## src/rtl/gba_cart_bus_frontend.sv

```systemverilog
// rtl/gba_cart_bus_frontend.sv - GBA cartridge ROM-bus (CS1) front end: sync, address tracking, memory requests
module gba_cart_bus_frontend #(
    parameter int SYNC_STAGES = 2,
    parameter int ADDR_W      = 26
) (
    input  logic              clk,
    input  logic              rst,
    input  logic              cart_cs_n,
    input  logic              cart_rd_n,
    input  logic              cart_wr_n,
    input  logic [15:0]       cart_ad_in,
    input  logic [7:0]        cart_a_hi,
    output logic [15:0]       cart_ad_out,
    output logic              cart_ad_oe,
    output logic              from_cart,
    output logic              req_valid,
    input  logic              req_ready,
    output logic [ADDR_W-1:0] req_addr,
    output logic              req_we,
    output logic [15:0]       req_wdata,
    input  logic              rsp_valid,
    input  logic [15:0]       rsp_data,
    output logic              underrun,
    input  logic              underrun_clr
);
    typedef enum logic [2:0] {IDLE, FETCH, WAIT_RSP, READY, WRITE, DRAIN} state_t;
    state_t state, state_next;

    logic [SYNC_STAGES-1:0] cs_sync, rd_sync, wr_sync;
    logic [15:0]            ad_pipe  [SYNC_STAGES];
    logic [7:0]             ahi_pipe [SYNC_STAGES];
    logic                   s_cs, s_rd, s_wr, cs_d, rd_d, wr_d;
    logic [15:0]            s_ad;
    logic [7:0]             s_ahi;
    logic                   cs_fall, cs_rise, rd_rise, wr_rise;

    logic [23:0] hw_addr, hw_inc, hw_next, req_hw;
    logic [15:0] data_reg, wd_cap;
    logic        discard, dr_req, dr_we, dr_rsp;
    logic        dr_req_n, dr_we_n, dr_rsp_n;
    logic        latch_addr, inc_addr, load_req, load_wdata, take_data;
    logic        set_discard, clr_discard, set_underrun;

    // Strobes reset high (inactive); bus data follows through an equal-depth pipe.
    always_ff @(posedge clk or posedge rst) begin
        if (rst) begin
            cs_sync <= '1;
            rd_sync <= '1;
            wr_sync <= '1;
            for (int i = 0; i < SYNC_STAGES; i++) begin
                ad_pipe[i]  <= '0;
                ahi_pipe[i] <= '0;
            end
            cs_d <= 1'b1;
            rd_d <= 1'b1;
            wr_d <= 1'b1;
        end else begin
            cs_sync[0]  <= cart_cs_n;
            rd_sync[0]  <= cart_rd_n;
            wr_sync[0]  <= cart_wr_n;
            ad_pipe[0]  <= cart_ad_in;
            ahi_pipe[0] <= cart_a_hi;
            for (int i = 1; i < SYNC_STAGES; i++) begin
                cs_sync[i]  <= cs_sync[i-1];
                rd_sync[i]  <= rd_sync[i-1];
                wr_sync[i]  <= wr_sync[i-1];
                ad_pipe[i]  <= ad_pipe[i-1];
                ahi_pipe[i] <= ahi_pipe[i-1];
            end
            cs_d <= s_cs;
            rd_d <= s_rd;
            wr_d <= s_wr;
        end
    end

    assign s_cs  = cs_sync[SYNC_STAGES-1];
    assign s_rd  = rd_sync[SYNC_STAGES-1];
    assign s_wr  = wr_sync[SYNC_STAGES-1];
    assign s_ad  = ad_pipe[SYNC_STAGES-1];
    assign s_ahi = ahi_pipe[SYNC_STAGES-1];

    assign cs_fall = cs_d & ~s_cs;
    assign cs_rise = ~cs_d & s_cs;
    assign rd_rise = ~rd_d & s_rd;
    assign wr_rise = ~wr_d & s_wr;

    // Only the low halfword counts, so a burst wraps inside its 128 KB window.
    assign hw_inc  = {hw_addr[23:16], hw_addr[15:0] + 16'd1};
    assign hw_next = latch_addr ? {s_ahi, s_ad} : (inc_addr ? hw_inc : hw_addr);

    always_comb begin
        state_next   = state;
        latch_addr   = 1'b0;
        inc_addr     = 1'b0;
        load_req     = 1'b0;
        load_wdata   = 1'b0;
        take_data    = 1'b0;
        set_discard  = 1'b0;
        clr_discard  = 1'b0;
        set_underrun = 1'b0;
        dr_req_n     = dr_req;
        dr_we_n      = dr_we;
        dr_rsp_n     = dr_rsp;
        case (state)
            IDLE: begin
                if (cs_fall) begin
                    latch_addr = 1'b1;
                    load_req   = 1'b1;
                    state_next = FETCH;
                end
            end
            FETCH: begin
                if (cs_rise) begin
                    state_next  = DRAIN;
                    clr_discard = 1'b1;
                    dr_req_n    = ~req_ready;
                    dr_we_n     = 1'b0;
                    dr_rsp_n    = req_ready;
                end else begin
                    if (rd_rise) begin
                        set_underrun = 1'b1;
                        inc_addr     = 1'b1;
                        set_discard  = 1'b1;
                    end
                    if (req_ready) state_next = WAIT_RSP;
                end
            end
            WAIT_RSP: begin
                if (cs_rise) begin
                    state_next  = DRAIN;
                    clr_discard = 1'b1;
                    dr_req_n    = 1'b0;
                    dr_we_n     = 1'b0;
                    dr_rsp_n    = ~rsp_valid;
                end else begin
                    if (rd_rise) begin
                        set_underrun = 1'b1;
                        inc_addr     = 1'b1;
                    end
                    if (rsp_valid) begin
                        if (discard || rd_rise) begin
                            clr_discard = 1'b1;
                            load_req    = 1'b1;
                            state_next  = FETCH;
                        end else begin
                            take_data  = 1'b1;
                            state_next = READY;
                        end
                    end else if (rd_rise) begin
                        set_discard = 1'b1;
                    end
                end
            end
            READY: begin
                if (cs_rise) begin
                    state_next = DRAIN;
                    dr_req_n   = 1'b0;
                    dr_we_n    = 1'b0;
                    dr_rsp_n   = 1'b0;
                end else if (rd_rise) begin
                    inc_addr   = 1'b1;
                    load_req   = 1'b1;
                    state_next = FETCH;
                end else if (wr_rise && s_rd) begin
                    load_req   = 1'b1;
                    load_wdata = 1'b1;
                    state_next = WRITE;
                end
            end
            WRITE: begin
                if (cs_rise) begin
                    state_next = DRAIN;
                    dr_req_n   = ~req_ready;
                    dr_we_n    = 1'b1;
                    dr_rsp_n   = 1'b0;
                end else if (req_ready) begin
                    inc_addr   = 1'b1;
                    load_req   = 1'b1;
                    state_next = FETCH;
                end
            end
            DRAIN: begin
                // A read accepted here still owes a response that must be swallowed.
                dr_req_n = dr_req & ~req_ready;
                dr_rsp_n = (dr_rsp & ~rsp_valid) | (dr_req & req_ready & ~dr_we);
                if (!dr_req_n && !dr_rsp_n) state_next = IDLE;
            end
            default: state_next = IDLE;
        endcase
    end

    always_ff @(posedge clk or posedge rst) begin
        if (rst) begin
            state     <= IDLE;
            hw_addr   <= '0;
            req_hw    <= '0;
            data_reg  <= '0;
            wd_cap    <= '0;
            req_wdata <= '0;
            discard   <= 1'b0;
            dr_req    <= 1'b0;
            dr_we     <= 1'b0;
            dr_rsp    <= 1'b0;
            underrun  <= 1'b0;
        end else begin
            state   <= state_next;
            hw_addr <= hw_next;
            dr_req  <= dr_req_n;
            dr_we   <= dr_we_n;
            dr_rsp  <= dr_rsp_n;
            if (load_req)   req_hw    <= hw_next;
            if (take_data)  data_reg  <= rsp_data;
            if (!s_wr)      wd_cap    <= s_ad;
            if (load_wdata) req_wdata <= wd_cap;
            if (set_discard)      discard <= 1'b1;
            else if (clr_discard) discard <= 1'b0;
            if (set_underrun)      underrun <= 1'b1;
            else if (underrun_clr) underrun <= 1'b0;
        end
    end

    assign from_cart   = (state != IDLE);
    assign cart_ad_out = data_reg;
    assign cart_ad_oe  = ~s_cs & ~s_rd & (state != DRAIN);
    assign req_valid   = (state == FETCH) | (state == WRITE) | ((state == DRAIN) & dr_req);
    assign req_we      = (state == WRITE) | ((state == DRAIN) & dr_req & dr_we);
    assign req_addr    = ADDR_W'({1'b0, req_hw, 1'b0});

endmodule

```

## config.mk

```make
export PLATFORM = sky130hd
export DESIGN_NAME = gba_cart_bus_frontend
export DESIGN_NICKNAME = d
export VERILOG_FILES = /design/src/rtl/gba_cart_bus_frontend.sv
export SDC_FILE = /design/constraint.sdc
export NUM_CORES = 1
export LEC_CHECK = 0
export ABC_AREA = 1
export CORE_AREA = 2 2 114 116
export DETAILED_ROUTE_END_ITERATION = 8
export DIE_AREA = 0 0 116 118
export PLACE_DENSITY = 0.79
export SETUP_SLACK_MARGIN = 0.15
export SYNTH_ARGS = -nofsm -noshare
export SYNTH_HDL_FRONTEND = slang
export SYNTH_SLANG_ARGS = --single-unit
```

## constraint.sdc

```tcl
create_clock -name clk -period 6.1 [get_ports clk]
set_clock_uncertainty 0.05 [all_clocks]
set_input_delay 0.61 -clock clk [delete_from_list [all_inputs] [get_ports clk]]
set_output_delay 0.61 -clock clk [all_outputs]
set_load 0.02 [all_outputs]
```

==> run summary <==
Result of the run = finished, final reports clean
CTS clock-pin slew for the worst setup and hold paths = 60 ps
Std-Cell Rows = 41
DR vias/cell = 5.08
# nets final = 782
Root Buffer = clkbuf_16
Summed instance area of the synthesized netlist = 6450 um^2
Post-route minimum period = 2900 ps
Vias after detailed routing = 4649
EDFF count, synth = 0
Number of endpoints with negative hold slack in the final report = 0
Count of state elements after synthesis = 161
Routed wire length = 14.1 mm
Maximum number of pins on one net before global-route repair = 101
Gate Count Post-Synth = 622
Count of maximum capacitance violations = 0
Initial cell density of the core = 0.520
Share of the synthesized area in the top cell type = 0.589
Power density of the placed cells = 499 nW/um^2
Average wire per standard cell = 15.4 um
Syn Area/Cell = 10.4 um^2
Setup Crit Path Kind = reg -> out
Most area-consuming cells after synthesis = dfrtp_1 (59%), nand2_1 (12%), dfstp_2 (3.7%)
Die height = 118 um
HPWL reported at the end of detailed placement = 9.22 mm
Type of destination of the critical path = primary output
Clock tree from TritonCTS = done
Crit start category = flip-flop
Hold Slack = 298 ps
Global-route wire length before repair = 23.3 mm
Die outline width = 116 um
Type of the worst min-delay path = reg -> reg
Count of pins on the block boundary = 111
Number of search-and-repair iterations in the first detailed-routing pass = 4
Number of I/O port buffers = 108
Post-route antenna net violation count = 0
Tot GR Track Use = 0.220
Maximum level of the CTS H-tree = 4
Max rail drop VDD = 0.000297 V
RSZ-0062 raised after global routing = no
Largest buffer count on any clock path = 2
Dominant register cell in the synthesized netlist = dfrtp_1
Most common cell in the netlist = nand2_1
Total congestion overflow = 0
Fill count = 930
Arrival time reported for the critical path endpoint = 2240 ps
Max Clk Rate = 345 MHz
Number of DRC violations after detailed-routing iteration 0 = 316
Residual DRC count = 0
Via count of the first global-routing pass = 4784
Number of hold-repair buffers added at the cts stage = 0
N_diodes = 0
Resized Gates After CTS = 0
Tightest slew margin relative to the limit = 0.436
WP data required = 5440 ps
Post-synthesis sequential area ratio = 0.626
Area of the placeable core = 12400 um^2
Layout cell share with drive strength beyond 1 = 0.128
Yosys warning count = 0
Final total negative setup slack = 0 ps
RD Place Congestion = 0.837
Distinct cell type count of the synthesized netlist = 41
Leakage power = 3.94 nW
Final cycle utilization of the critical path = 0.475
Antenna violations before repair = 0
Post-synthesis to final-layout area growth = 27.4%
Number of pins exceeding their max-slew limit in the final report = 0
Final setup vio count = 0
Most frequent cells after synthesis = nand2_1 (208), dfrtp_1 (152), inv_1 (44)
CTS sink cnt = 161
Total die area = 13700 um^2
Worst Path Max Fanout = 9
Post-Route Utilization = 0.662
Post CTS Setup Buffer Count = 0
Proportion of register bits with asynchronous set or reset after synthesis = 1.00
Number of clock buffers inserted by TritonCTS = 17
Actual slew at the worst max-slew pin = 847 ps
Clock latency on the worst-skew pair = 420 ps
Yosys top cell by area = dfrtp_1
[layout by cell type (no fill, tap or decap), types with 2 or more instances in the layout]
cell / n
clkdlybuf4s50_1: 108
xnor2_1: 3
bufinv_16: 3
nand4_1: 6
nor2_2: 2
mux2_4: 10
ha_1: 2
nand2_4: 2
clkinvlp_4: 3
nand2_2: 6
o21ai_1: 6
a21oi_2: 3
dfrtp_1: 152
and2_1: 9
xor2_1: 5
clkinv_2: 2
clkbuf_1: 3
nand3_4: 2
clkbuf_8: 2
clkbuf_16: 17
o22ai_1: 2
nand3_2: 2
nor2_4: 3
nor2_1: 29
nand2_1: 208
mux2_2: 18
inv_2: 3
inv_1: 43
dfstp_2: 9
inv_6: 2
conb_1: 2
o21ai_0: 28
nand3_1: 27
o21a_1: 2
a21oi_1: 10
[flip-flops by register name, indices dropped and copies added (netlist names)]
signal / flops
ad_pipe: 16
ahi_pipe: 8
cart_ad_out: 16
cs_d: 1
cs_sync: 2
discard: 1
dr_req: 1
dr_rsp: 1
dr_we: 1
hw_addr: 24
rd_d: 1
rd_sync: 2
req_hw: 24
req_wdata: 16
s_ad: 16
s_ahi: 8
state: 3
underrun: 1
wd_cap: 16
wr_d: 1
wr_sync: 2
[kinds of logic (layout without fill, tap and decap cells)]
group / after synthesis / in the layout / synth area share
AO/OA/AOI/OAI: 55 / 55 / 0.0481
XOR/XNOR: 8 / 8 / 0.0109
adder cells (fa/ha/maj): 2 / 2 / 0.00388
buffers and inverters: 67 / 188 / 0.0504
flip-flops: 161 / 161 / 0.626
multiplexers: 29 / 29 / 0.0562
other: 1 / 2 / 0.000581
AND/OR/NAND/NOR: 299 / 299 / 0.204
[metrics by stage]
step	setup slack [ps]	instance area, um^2	instances	power [W]
after CTS	3190	8220	916	0.00412
after global routing	3010	8220	916	0.00433
after detailed placement	3360	7620	885	0.00302
final	3200	8220	916	0.00410
after global placement	3460	7620	885	0.00297
after floorplan	1110	6460	623	0.00247
[final cells by class]
cell class / instances / area [um^2] / share of cell area
inverter: 48 / 188 / 0.0228
timing repair buffer: 109 / 1090 / 0.132
tap: 172 / 215 / 0.0262
sequential: 161 / 4040 / 0.491
multi-input combinational: 395 / 2090 / 0.255
clock buffer: 22 / 464 / 0.0565
clock inverter: 9 / 131 / 0.0160
[final timing paths]
check / endpoint / depth (start not counted) / slack, ps / startpoint
worst max-delay path: req_we / 5 / 3200 / state[2]
worst min-delay path: s_ahi[7] / 0 / 300 / ahi_pipe[15]
max in group asynchronous: underrun / 3 / 4000 / rst
min in group asynchronous: cart_ad_out[2] / 2 / 710 / rst
worst max register to register: req_hw[23] / 9 / 3320 / cs_d
worst min register to register: s_ahi[7] / 0 / 300 / ahi_pipe[15]
[metal layers]
layer	vias up	wire length, um	track usage
met3	28	743	0.0551
met2	151	7070	0.346
met5	-	0	0
met1	2278	5980	0.294
li1	2192	-	-
met4	0	305	0.0856
[power by group]
part           switching (W)  leakage, nW  internal, W
logic               0.000812         1.69     0.000638
registers           0.000218         1.96      0.00136
clock network       0.000414        0.283     0.000663
[worst max-delay path, stage by stage (launching register included)]
cell	delay [ps]
dfrtp_1	520
inv_4	120
nor3_2	260
nand2_2	110
o21ai_0	170
clkdlybuf4s50_1	630
No activity file was read; power rests on OpenSTA's default activity.
